### src/rtl/reg_file_pkg.sv
// Shared defaults and the write-legality rule for the 2-read/1-write register file.
package reg_file_pkg;

  localparam int RF_DATA_W_DEF = 4;
  localparam int RF_ADDR_W_DEF = 4;
  localparam int RF_DEPTH_DEF  = 16;

  // A write lands only inside the populated range, and never on a hard-wired zero entry.
  function automatic logic rf_legal_wr(input int unsigned addr, input logic zero_reg,
                                       input int unsigned depth);
    return (addr < depth) && !(zero_reg && (addr == 0));
  endfunction

endpackage

### src/rtl/reg_file_rdport.sv
// One read port: range check, zero-entry rule, write bypass and optional output register.
module reg_file_rdport
  import reg_file_pkg::*;
#(
  parameter int DATA_W   = RF_DATA_W_DEF,
  parameter int ADDR_W   = RF_ADDR_W_DEF,
  parameter int DEPTH    = RF_DEPTH_DEF,
  parameter int READ_REG = 0,
  parameter int BYPASS   = 1,
  parameter int ZERO_REG = 0
) (
  input  logic                    clk,
  input  logic                    clr,
  input  logic [DEPTH*DATA_W-1:0] mem,
  input  logic                    wr_legal,
  input  logic [ADDR_W-1:0]       wr_addr,
  input  logic [DATA_W-1:0]       wr_data,
  input  logic                    rd_en,
  input  logic [ADDR_W-1:0]       rd_addr,
  output logic [DATA_W-1:0]       rd_data
);

  logic [DATA_W-1:0] mem_word;
  logic [DATA_W-1:0] rd_comb;
  logic              in_range;
  logic              zero_hit;
  logic              bypass_hit;

  always_comb begin
    mem_word = '0;
    in_range = 1'b0;
    for (int i = 0; i < DEPTH; i++) begin
      if (rd_addr == ADDR_W'(i)) begin
        mem_word = mem[i*DATA_W +: DATA_W];
        in_range = 1'b1;
      end
    end
    zero_hit   = (ZERO_REG != 0) && (rd_addr == '0);
    bypass_hit = (BYPASS != 0) && wr_legal && (wr_addr == rd_addr);
    // The zero entry wins over a forwarded write.
    if (!in_range || zero_hit) begin
      rd_comb = '0;
    end else if (bypass_hit) begin
      rd_comb = wr_data;
    end else begin
      rd_comb = mem_word;
    end
  end

  generate
    if (READ_REG != 0) begin : g_reg
      logic [DATA_W-1:0] rd_data_q;
      logic [DATA_W-1:0] rd_data_d;

      always_comb begin
        rd_data_d = rd_data_q;
        if (rd_en) begin
          rd_data_d = rd_comb;
        end
      end

      always_ff @(posedge clk or negedge clr) begin
        if (!clr) begin
          rd_data_q <= '0;
        end else begin
          rd_data_q <= rd_data_d;
        end
      end

      assign rd_data = rd_data_q;
    end else begin : g_comb
      logic unused_reg_ctl;
      assign unused_reg_ctl = ^{clk, clr, rd_en};
      assign rd_data        = rd_comb;
    end
  endgenerate

endmodule

### src/rtl/reg_file_2r1w.sv
// Parametrised register file: one write port, two independent read ports, per-entry valid flags.
module reg_file_2r1w
  import reg_file_pkg::*;
#(
  parameter int DATA_W   = RF_DATA_W_DEF,
  parameter int ADDR_W   = RF_ADDR_W_DEF,
  parameter int DEPTH    = RF_DEPTH_DEF,
  parameter int READ_REG = 0,
  parameter int BYPASS   = 1,
  parameter int ZERO_REG = 0
) (
  input  logic              clk,
  input  logic              clr,
  input  logic              wr_en,
  input  logic [ADDR_W-1:0] wr_addr,
  input  logic [DATA_W-1:0] wr_data,
  input  logic              rd_en_a,
  input  logic [ADDR_W-1:0] rd_addr_a,
  output logic [DATA_W-1:0] rd_data_a,
  input  logic              rd_en_b,
  input  logic [ADDR_W-1:0] rd_addr_b,
  output logic [DATA_W-1:0] rd_data_b,
  output logic [DEPTH-1:0]  valid
);

  logic [DEPTH*DATA_W-1:0] mem_q;
  logic [DEPTH*DATA_W-1:0] mem_d;
  logic [DEPTH-1:0]        valid_q;
  logic [DEPTH-1:0]        valid_d;
  logic                    wr_legal;

  // Gating with clr keeps the bypass path quiet while the array is held in reset.
  assign wr_legal = clr && wr_en && rf_legal_wr(32'(wr_addr), (ZERO_REG != 0), DEPTH);

  always_comb begin
    mem_d   = mem_q;
    valid_d = valid_q;
    if (wr_legal) begin
      for (int i = 0; i < DEPTH; i++) begin
        if (wr_addr == ADDR_W'(i)) begin
          mem_d[i*DATA_W +: DATA_W] = wr_data;
          valid_d[i]                = 1'b1;
        end
      end
    end
  end

  always_ff @(posedge clk or negedge clr) begin
    if (!clr) begin
      mem_q   <= '0;
      valid_q <= '0;
    end else begin
      mem_q   <= mem_d;
      valid_q <= valid_d;
    end
  end

  assign valid = valid_q;

  reg_file_rdport #(
    .DATA_W(DATA_W), .ADDR_W(ADDR_W), .DEPTH(DEPTH),
    .READ_REG(READ_REG), .BYPASS(BYPASS), .ZERO_REG(ZERO_REG)
  ) u_rd_a (
    .clk     (clk),
    .clr     (clr),
    .mem     (mem_q),
    .wr_legal(wr_legal),
    .wr_addr (wr_addr),
    .wr_data (wr_data),
    .rd_en   (rd_en_a),
    .rd_addr (rd_addr_a),
    .rd_data (rd_data_a)
  );

  reg_file_rdport #(
    .DATA_W(DATA_W), .ADDR_W(ADDR_W), .DEPTH(DEPTH),
    .READ_REG(READ_REG), .BYPASS(BYPASS), .ZERO_REG(ZERO_REG)
  ) u_rd_b (
    .clk     (clk),
    .clr     (clr),
    .mem     (mem_q),
    .wr_legal(wr_legal),
    .wr_addr (wr_addr),
    .wr_data (wr_data),
    .rd_en   (rd_en_b),
    .rd_addr (rd_addr_b),
    .rd_data (rd_data_b)
  );

endmodule

### config.mk
export PLATFORM = sky130hd
export DESIGN_NAME = reg_file_2r1w
export DESIGN_NICKNAME = d
export VERILOG_FILES = /design/src/rtl/reg_file_pkg.sv /design/src/rtl/reg_file_rdport.sv /design/src/rtl/reg_file_2r1w.sv
export SDC_FILE = /design/constraint.sdc
export NUM_CORES = 1
export LEC_CHECK = 0
export ABC_AREA = 1
export BUFFER_PORTS_ARGS = -buffer_cell sky130_fd_sc_hd__buf_2
export CORE_ASPECT_RATIO = 0.8
export CORE_MARGIN = 4
export CORE_UTILIZATION = 50
export DETAILED_ROUTE_END_ITERATION = 6
export GPL_TIMING_DRIVEN = 1
export PLACE_DENSITY_LB_ADDON = 0.08
export SYNTH_ARGS = -nofsm -noshare
export SYNTH_HDL_FRONTEND = slang
export SYNTH_SLANG_ARGS = --single-unit
### constraint.sdc
create_clock -name clk -period 2.33 [get_ports clk]
set_clock_uncertainty 0.2 [all_clocks]
set_input_delay 0.233 -clock clk [delete_from_list [all_inputs] [get_ports clk]]
set_output_delay 0.233 -clock clk [all_outputs]
set_load 0.02 [all_outputs]
Word-level counts from Yosys, hierarchy flattened
Cells that the tools add are included.
- equal/unequal tests: 47
- muxes and demuxes: 68
- reductions and logical operators: 22
- operator list (kind ; number):
    2-to-1 mux 4 bit ; 36
    == test 4 bit (second input constant) ; 24
    == test 4 x 3 -> 1 bit (second input constant) ; 12
    2-to-1 mux 1 bit ; 32
    AND reduction 2 bit ; 16
    == test 4 x 2 -> 1 bit (second input constant) ; 6
    == test 4 x 1 -> 1 bit (second input constant) ; 3
    zero test 4 bit ; 3
    == test 4 bit ; 2
    logical AND 1 bit ; 3
- bits in registers: 80
- input bits: 21
- output and inout bits: 24
- word-level logic and storage cells: 169

Longest topological paths before layout
Gate-level depths: netlist of run 1.
- word-level depth: 19
- gate-level depth with buffers: 15
- mapped depth without buffers: 15

Cells and area by module
From an unflattened synthesis of run 1, not the netlist that was laid out.
- cells, all modules: 702
- area total of the unflattened synthesis: 4697.0 um^2
- by module, submodules not included (module ; times used ; cells each ; area an instance (um^2) ; sequential area each (um^2)):
    reg_file_2r1w ; 1 ; 364 ; 3183.1 ; 2001.9
    reg_file_rdport ; 2 ; 169 ; 757.0 ; 0.0

Worst setup path before layout of run 1
No wires, ideal clock.
- path kind: in2out
- start point: input port rd_addr_b[2]
- end point: output port rd_data_b[0]
- arrival time: 1365 ps
- required time: 1897 ps
- path slack: 532 ps
- cell stages on the path: 12
- path buffers: 1
- cells stage by stage: nor2_2 > buf_2 > nand3_1 > nand3_1 > nor2_1 > nand4_1 > nor2_1 > nand4_1 > nand2_1 > nand4_1 > nor2_1 > nor2_1
- cells in the longest elaborated chain, start to end: 19
- elaborated cells between the ends (all ways): 52
- classes of those cells: eq/ne: 16; mux: 34; reduce/logical: 2
- ends and longest elaborated chain (what ; line ; RTL):
    start: declaration ; reg_file_2r1w.sv:21 ; input logic [ADDR_W-1:0] rd_addr_b,
    zero test 4 bit ; reg_file_rdport.sv:33 ; if (rd_addr == ADDR_W'(i)) begin
    2-to-1 mux 4 bit (16 in a row) ; reg_file_rdport.sv:33 ;
    2-to-1 mux 4 bit ; reg_file_rdport.sv:43 ; end else if (bypass_hit) begin
    2-to-1 mux 4 bit * ; reg_file_rdport.sv:41 ; if (!in_range || zero_hit) begin
    end: declaration ; reg_file_2r1w.sv:22 ; output logic [DATA_W-1:0] rd_data_b,
Mark *: on every way between the ends. The rest lies on a longest branch, timed or not.

Final worst setup path of run 1
- start point: register mem_q[11]
- end point: output port rd_data_b[3]
- cells in the longest elaborated chain, start to end: 16
- ends and longest elaborated chain (what ; line ; RTL):
    start: declaration ; reg_file_2r1w.sv:26 ; logic [DEPTH*DATA_W-1:0] mem_q;
    start signal: assignment ; reg_file_2r1w.sv:53 ; mem_q <= mem_d;
    2-to-1 mux 4 bit (14 in a row) ; reg_file_rdport.sv:33 ;
    2-to-1 mux 4 bit ; reg_file_rdport.sv:43 ;
    2-to-1 mux 4 bit ; reg_file_rdport.sv:41 ;
No other way between the ends.

==> results of run 1 <==
-- sequential cells by signal, summed over array words and instances (netlist names) --
signal / flops
mem_q: 64
valid: 16
-- routing by layer --
metal  GRT usage (%)  wire [um]
met5               0          0
met1            40.5       6350
met4            7.90        226
met3            6.23       1120
met2            39.3       5670
-- final cells by class --
type	count	area (um^2)	share of cell area, %
clock inverter	6	92.6	1.79
multi-input combinational	442	2010	38.7
tap	108	135	2.61
sequential	80	2000	38.6
timing repair buffer	74	479	9.24
inverter	92	345	6.66
clock buffer	9	124	2.39
-- power by group through the flow --
stage               logic, W  registers (W)  clock network, W
floorplan           0.000384        0.00173                 0
global placement    0.000591        0.00178                 0
detailed placement  0.000610        0.00179                 0
CTS                 0.000643        0.00176           0.00118
global route        0.000763        0.00179           0.00123
finish              0.000672        0.00177           0.00116
-- timing repair --
action / in CTS / in global routing
endpoints found under the hold margin: 25 / 0
gates resized for setup: 13 / 19
pin swaps: 8 / 16
endpoints found under the setup margin: 7 / 8
buffers inserted: 3 / 2
hold buffers: 1 / 0
-- synthesized netlist by cell type, drive strengths merged --
library cell	number
inv	91
a221oi	3
clkbuf	4
xor2	1
nand4	25
xnor2	1
nand3	29
clkinv	1
nor3	4
o22ai	2
dfrtp	80
a21oi	6
or2	3
buf	2
o21ai	79
nor2	66
nand2	223
-- cells by family (layout without fill, tap and decap cells) --
family / count (synthesis) / count (layout) / synth area share [%]
buf+inv: 98 / 181 / 8.62
flops: 80 / 80 / 46.6
compound gates: 90 / 90 / 10.8
xor+xnor: 2 / 2 / 0.408
simple gates: 350 / 350 / 33.6
-- worst max-delay path by stage --
stage,startpoint,endpoint,slack (ns),cells past startpoint
3_5_place_dp,rd_addr_a[3],rd_data_a[0],-0.05,15
4_1_cts,mem_q[0]$_DFFE_PN0P_,rd_data_b[0],-0.14,11
6_report,mem_q[11]$_DFFE_PN0P_,rd_data_b[3],-0.17,13
5_1_grt,rd_addr_b[2],rd_data_b[3],-0.32,15
2_1_floorplan,rd_addr_b[2],rd_data_b[0],0.53,12
3_3_place_gp,rd_addr_b[1],rd_data_b[2],-0.04,14
-- critical path: stages (launching register included) --
cell     delay, ns
dfrtp_1       0.38
inv_1         0.11
nor2_1        0.07
nor2_2        0.13
nand2_1       0.06
nand2_1       0.07
nand4_1       0.10
nor2_1        0.14
nand4_1       0.12
nor2_2        0.13
nand3_1       0.10
nand2_1       0.08
nand2_1       0.05
buf_2         0.15
-- per-stage QoR --
stage	utilization (%)	area (um^2)	worst slack, ns	instances	power, W
CTS	62.4	5100	-0.136	809	0.00358
floorplan	-	4300	0.532	620	0.00211
detailed placement	59.0	4810	-0.0463	790	0.00240
global placement	59.0	4810	-0.0415	790	0.00237
global route	63.5	5180	-0.321	811	0.00379
finish	63.5	5180	-0.168	811	0.00360
==> results.toml, run 1 <==
[final_layout]
syn2layout_area_growth_pct = 20.7
antennaDiodeCount = 0
layout_common_cells = "221 x nand2_1, 85 x inv_1, 80 x dfrtp_1"
final_nets = 720
drive_gt1_share_pct = 17.8
final_common_cell = "nand2_1"
n_fill_cell = 741

[clocking]
cts_sinks = 80
clk_path_buf_depth = 2
clkSlewWorstSetupHoldPaths_ns = 0.09
cts-buffers-inserted = 9
cts_root_buffer = "clkbuf_8"
cts_tree = "yes"
cts_max_level = 3
clk_latency_ns = 0.37

[critical_path]
crit_required_ns = 1.90
r2r-end = "mem_q[8]$_DFFE_PN0P_"
r2r_setup_slack_ns = 1.22
reg2reg_from = "mem_q[8]$_DFFE_PN0P_"
crit_path_max_fanout = 2
crit_arrival_ns = 2.06
criticalPathCategory = "register to primary output"
rr_worst_depth = 4
cp-start-kind = "register"
end_kind = "primary output"

[detailed_routing]
drc_errors = 0
post_drt_wl_per_cell_um = 16.5
finalWirelength_um = 13400
drt-initial-drc-count = 439
viasPerCell = 5.41
drtPass1Iterations = 5
drtAntennaViolNets = 0
vias = 4389

[min_path]
hp-start = "wr_data[1]"
hold_path_class = "input pin to register"
whs_endpoint = "mem_q[41]$_DFFE_PN0P_"
min_path_cells = 3

[power_and_ir_drop]
power.switching_w = 0.00116
p_comb_share_pct = 18.6
p_int_w = 0.00245
ir_drop_mv = 0.433
p_seq_share_pct = 49.1
p_clk_share_pct = 32.3
p_sw_share_pct = 32.1
leakagePower_nw = 2.58
p_per_area_nw_per_um2 = 695

[global_routing]
antenna_found_initial = 0
grt.overflow.total = 0
grt_pass1_wl_um = 21600
grt_usage_pct = 27.1
grt_max_degree = 56
grt_pass1_vias = 4072

[run]
drv_cap = 0

[run_status]
outcome = "complete, but fails checks"
failed_checks = "setup timing"

[sta]
min_period_ns = 2.50
setup_tns_ns = -0.578
maxSlewViolCount = 0
max-slew-margin-rel_pct = 52.7
finalWorstSetupSlack_ns = -0.168
max_freq_mhz = 400
finalHoldViolCount = 0
rsz0062_at_grt = "true"
finalSetupViolCount = 7
whs_ns = 0.163
finalCritPeriodShare_pct = 107
tightest_slew_ns = 0.709

[die]
die_h_um = 90.9
rows = 29
start_util_pct = 52.6
die_area_um2 = 10100
coreArea_um2 = 8160
die_width_um = 112
ioPinCount = 45

[synthesis]
synth_sequential_area_ratio_pct = 46.6
netlist_area_um2 = 4300
ys_types = 21
ys_top_cells_by_area = "dfrtp_1 47%, nand2_1 19%, o21ai_0 8.6%, inv_1 7.5%, nor2_1 5.2%"
synth.avg_cell_area_um2 = 6.93
syn_inst = 620
yosysTopAreaCellShare_pct = 46.6
yosysWarnings = 0
synth_nets = 641
yosys.area.top_type = "dfrtp_1"
yosys_register_bits = 80

[place]
place_congestion = 0.938
dp_hpwl_um = 9900
numPortBuffers = 42
No activity file was read; power rests on OpenSTA's default activity.
==> run 2: changes to the inputs <==
CTS_CLUSTER_DIAMETER = 200   (was not set)
MAX_ROUTING_LAYER = met4   (was not set)
==> results.toml, run 2 (synthesis results as in run 1) <==
[run_status]
outcome = "complete, but fails checks"
failed_checks = "setup timing"

[die]
die_h_um = 90.9
ioPinCount = 45
rows = 29
coreArea_um2 = 8160
die_width_um = 112
start_util_pct = 52.6
die_area_um2 = 10100

[critical_path]
cp_slowest_cell = "dfrtp_1"
slowest_delay_ns = 0.42
cp-start-kind = "register"
crit_path_max_fanout = 2
crit_arrival_ns = 2.04
criticalPathCategory = "register to primary output"
crit_required_ns = 1.90
end_kind = "primary output"
path_cells = "nand3_2, nand3_2, nor2_2, nand4_1, nor2_1, nand4_1, nand2_1, nand4_1, nor2_1, nor2_1, buf_4"

[final_layout]
largest_register = "mem_q"
final_common_cell = "nand2_1"
design_area_um2 = 5140
layout_common_cells = "221 x nand2_1, 86 x inv_1, 80 x dfrtp_1"
syn2layout_area_growth_pct = 19.6
antennaDiodeCount = 0
drive_gt1_share_pct = 17.1
n_fill_cell = 760
regArea_um2 = 2000
largest_register_ff_count = 64
fin_cells = 814
final_nets = 722
multi_input_area_um2 = 1990

[place]
dp_cells = 792
dp_hpwl_um = 9690
place_congestion = 0.949
numPortBuffers = 42
postPlaceCellArea_um2 = 4830

[detailed_routing]
post_drt_wl_per_cell_um = 16.2
drtPass1Iterations = 6
finalWirelength_um = 13100
drc_errors = 0
drtAntennaViolNets = 0
drt-initial-drc-count = 402
vias = 4360
viasPerCell = 5.36

[sta]
maxSlewViolCount = 0
max-slew-margin-rel_pct = 34.2
tightest_slew_ns = 0.987
setup_tns_ns = -0.477
max_freq_mhz = 404
finalWorstSetupSlack_ns = -0.143
finalCritPeriodShare_pct = 106
rsz0062_at_grt = "true"
finalHoldViolCount = 0
finalSetupViolCount = 7
min_period_ns = 2.47

[global_routing]
grt_usage_pct = 27.1
grt_pass1_vias = 3979
grt.overflow.total = 0
antenna_found_initial = 0
grt_pass1_wl_um = 21000
grt_max_degree = 78

[power_and_ir_drop]
p_per_area_nw_per_um2 = 668
ir_drop_mv = 0.451
total_power_w = 0.00343
leakagePower_nw = 2.57

[clocking]
cts_max_level = 3
cts_tree = "yes"
cts_sinks = 80
clk_latency_ns = 0.36
clkSlewWorstSetupHoldPaths_ns = 0.10
cts-buffers-inserted = 9
cts_root_buffer = "clkbuf_8"
clk_path_buf_depth = 2

[min_path]
hold_path_class = "input pin to async pin"

[run]
drv_cap = 0
run 2: changes by cell type in the layout (fill, tap and decap cells not counted), sizes merged:
cell	before	now
clkinvlp	2	1
inv	92	95
clkinv	2	3
bufinv	2	0
buf	73	75
run 2: final cells by class:
class | count | area share, %
Multi-Input combinational cell | 442 | 38.7
Clock buffer | 9 | 2.41
Tap cell | 108 | 2.63
Timing Repair Buffer | 76 | 9.40
Sequential cell | 80 | 38.9
Clock inverter | 7 | 1.19
Inverter | 92 | 6.72
run 2: worst paths after layout:
path                                          to  slack [ns]  cells past startpoint                  from
setup / recovery                    rd_data_b[0]       -0.14                     11  mem_q[8]$_DFFE_PN0P_
hold / removal              mem_q[8]$_DFFE_PN0P_        0.03                      2                   clr
setup reg to reg            mem_q[4]$_DFFE_PN0P_        1.22                      4  mem_q[4]$_DFFE_PN0P_
hold reg to reg             valid[5]$_DFFE_PN0P_        0.26                      2  valid[5]$_DFFE_PN0P_
max in group asynchronous  mem_q[63]$_DFFE_PN0P_        0.66                      3                   clr
min in group clk           mem_q[17]$_DFFE_PN0P_        0.15                      3            wr_data[1]
run 2: per-layer routing:
| layer | up-vias | wire [um] | track usage [%] |
|---|---|---|---|
| met2 | 206 | 5290 | 37.1 |
| li1 | 2127 | - | - |
| met3 | 23 | 1230 | 5.09 |
| met4 | 0 | 219 | 6.38 |
| met5 | - | 0 | - |
| met1 | 2004 | 6410 | 41.3 |
run 2: per-stage QoR:
step,util (%),setup slack (ns),hold WS [ns]
finish,63.0,-0.143,0.0260
global route,63.0,-0.258,0.0359
CTS,61.9,-0.132,0.0282
detailed placement,59.2,-0.0234,-0.163
global placement,59.2,-0.0248,-0.164
floorplan,-,0.532,-0.263
run 2: power by group:
group,internal [W],switching [W],total [W]
logic,0.000242,0.000414,0.000656
registers,0.00159,0.000178,0.00177
clock network,0.000409,0.000597,0.00101
run 2: worst max-delay path: cells and delay by family, from the launching register on:
family	cells	cell delay [ns]
and+or+nand+nor	10	1.10
DFF	1	0.42
buffers and inverters	1	0.15
run 2: timing repair:
item	4_1_cts	5_1_grt
buffers inserted	2	3
pin swaps	3	13
hold buffers	1	0
hold endpoints to repair	6	0
gates resized for setup	6	17
endpoints found under the setup margin	7	8
gates cloned	0	0
==> run 3: changes to the inputs <==
ABC_AREA = not set   (was 1)
==> results.toml, run 3 <==
[run_status]
outcome = "complete, but fails checks"
failed_checks = "setup timing"

[synthesis]
yosys_register_bits = 80
yosysMostFrequentCell = "dfrtp_1"
yosysWarnings = 0
syn_inst = 436
synth.avg_cell_area_um2 = 10.5
ys_top_cells_by_area = "dfrtp_1 44%, mux2_2 16%, mux2i_1 3.5%, mux4_2 3.0%, o21ai_0 2.8%"
synth_nets = 457
synthArstFlopShare_pct = 100
netlist_area_um2 = 4570
ys_types = 54
synth_edf_count = 0
yosysTopAreaCellShare_pct = 43.8
yosys.area.top_type = "dfrtp_1"
synth_sequential_area_ratio_pct = 43.8
synth-main-ff-cell = "dfrtp_1"
synth_common_cells = "80 x dfrtp_1, 64 x mux2_2, 26 x nor2_1, 26 x o21ai_0, 24 x nand2_1"

[sta]
finalWorstSetupSlack_ns = -0.131
max_freq_mhz = 406
finalHoldViolCount = 0
finalCritPeriodShare_pct = 106
whs_ns = 0.110
finalSetupViolCount = 1
maxSlewViolCount = 0
tightest_slew_ns = 0.741
min_period_ns = 2.46
max-slew-margin-rel_pct = 50.6
rsz0062_at_grt = "true"

[global_routing]
grt.overflow.total = 0
grt_pass1_wl_um = 20700
grt_max_degree = 57
antenna_found_initial = 0
grt_pass1_vias = 3643
grt_usage_pct = 26.0

[power_and_ir_drop]
p_seq_share_pct = 44.5
leakagePower_nw = 2.41
power.switching_w = 0.00125
ir_drop_mv = 0.619
p_int_w = 0.00297
p_comb_share_pct = 24.7
p_clk_share_pct = 30.8
p_sw_share_pct = 29.5
p_per_area_nw_per_um2 = 771

[clocking]
cts_max_level = 3
cts_tree = "yes"
cts-buffers-inserted = 9
clk_path_buf_depth = 2
cts_root_buffer = "clkbuf_16"
cts_sinks = 80
clk_latency_ns = 0.33
clkSlewWorstSetupHoldPaths_ns = 0.06

[critical_path]
crit_required_ns = 1.90
criticalPathCategory = "register to primary output"
cp-start-kind = "register"
crit_path_max_fanout = 2
crit_arrival_ns = 2.03
end_kind = "primary output"

[die]
start_util_pct = 52.5
die_h_um = 93.5
coreArea_um2 = 8710
ioPinCount = 45
rows = 30
die_area_um2 = 10700
die_width_um = 115

[final_layout]
layout_common_cells = "80 x dfrtp_1, 63 x mux2_2, 49 x buf_4"
regArea_um2 = 2000
final_util_pct = 62.8
n_fill_cell = 723
largest_register = "mem_q"
drive_gt1_share_pct = 37.8
syn2layout_area_growth_pct = 19.6
largest_register_ff_count = 64
final_common_cell = "dfrtp_1"
final_nets = 522
multi_input_area_um2 = 2400
antennaDiodeCount = 0

[detailed_routing]
drc_errors = 0
drtAntennaViolNets = 0
post_drt_wl_per_cell_um = 20.9
finalWirelength_um = 12900
drt-initial-drc-count = 344
viasPerCell = 6.03
vias = 3723
drtPass1Iterations = 5

[place]
place_congestion = 0.904
numPortBuffers = 42
dp_hpwl_um = 9470
dp_slack_ns = 0.0811

[run]
drv_cap = 0

[min_path]
hold_path_class = "input pin to register"
run 3: changes by cell type in the layout (fill, tap and decap cells not counted), sizes merged, moves of 16 or more:
| cell | before | now |
|---|---|---|
| nand2 | 223 | 24 |
| mux2i | 0 | 16 |
| nor2 | 66 | 26 |
| nand3 | 29 | 9 |
| nand4 | 25 | 7 |
| mux2 | 0 | 64 |
| inv | 95 | 11 |
| o21ai | 79 | 26 |
run 3: path summary, 6_finish.rpt:
check | startpoint | endpoint | slack [ns] | depth (start not counted)
min in group asynchronous | clr | mem_q[54]$_DFFE_PN0P_ | 0.28 | 3
max reg2reg | mem_q[56]$_DFFE_PN0P_ | mem_q[56]$_DFFE_PN0P_ | 1.22 | 2
max in group asynchronous | clr | valid[10]$_DFFE_PN0P_ | 0.59 | 4
min reg2reg | valid[9]$_DFFE_PN0P_ | valid[9]$_DFFE_PN0P_ | 0.26 | 1
max | mem_q[16]$_DFFE_PN0P_ | rd_data_a[0] | -0.13 | 6
min | wr_data[0] | mem_q[44]$_DFFE_PN0P_ | 0.11 | 3
run 3: final cells by class:
class	instances	area share, %
clock buffers	15	4.89
inverters	11	0.801
multi-input cells	310	43.9
flip-flops and latches	80	36.6
well taps	112	2.56
repair buffers	89	11.3
run 3: cell families (layout without fill, tap and decap cells):
kind of cell	count (synthesis)	in the layout	synth area share, %
AOI/OAI and AO/OA	85	85	12.2
buffers and inverters	46	115	4.68
and+or+nand+nor	131	131	15.6
muxes	86	86	22.2
DFF	80	80	43.8
xor gates and xnor gates	8	8	1.53
run 3: routing by layer:
metal | global-route usage (%) | share of wire, %
met1 | 39.0 | 49
met2 | 35.4 | 42
met3 | 5.89 | 6.8
met4 | 6.74 | 1.6
met5 | - | 0
run 3: worst max-delay path, cell delays in order (launching register included):
cell and delay [ns]:
dfrtp_1 0.37, nor3b_1 0.14, mux4_2 0.48, a211oi_2 0.19, nor3b_1 0.07, o32a_1 0.30, buf_6 0.14
run 3: power groups by stage:
stage / Combinational (W) / Clock, W / Sequential [W]
global route: 0.00114 / 0.00138 / 0.00191
global placement: 0.000947 / 0 / 0.00189
CTS: 0.00101 / 0.00133 / 0.00188
finish: 0.00104 / 0.00130 / 0.00188
detailed placement: 0.000966 / 0 / 0.00191
floorplan: 0.000611 / 0 / 0.00191
run 3: through the flow:
stage                     area [um^2]  total power, W  setup TNS [ns]  cells
after global routing             5470         0.00443          -0.294    617
after global placement           5070         0.00284               0    594
after floorplan                  4570         0.00252               0    436
after detailed placement         5070         0.00287               0    594
final                            5470         0.00422          -0.131    617
after CTS                        5400         0.00422          -0.154    615
run 3: timing repair:
item / CTS / global route
hold buffers: 1 / 0
resized for setup: 6 / 14
setup endpoints to repair: 3 / 6
endpoints found under the hold margin: 24 / 0
setup buffers: 5 / 2
pin swaps: 5 / 8
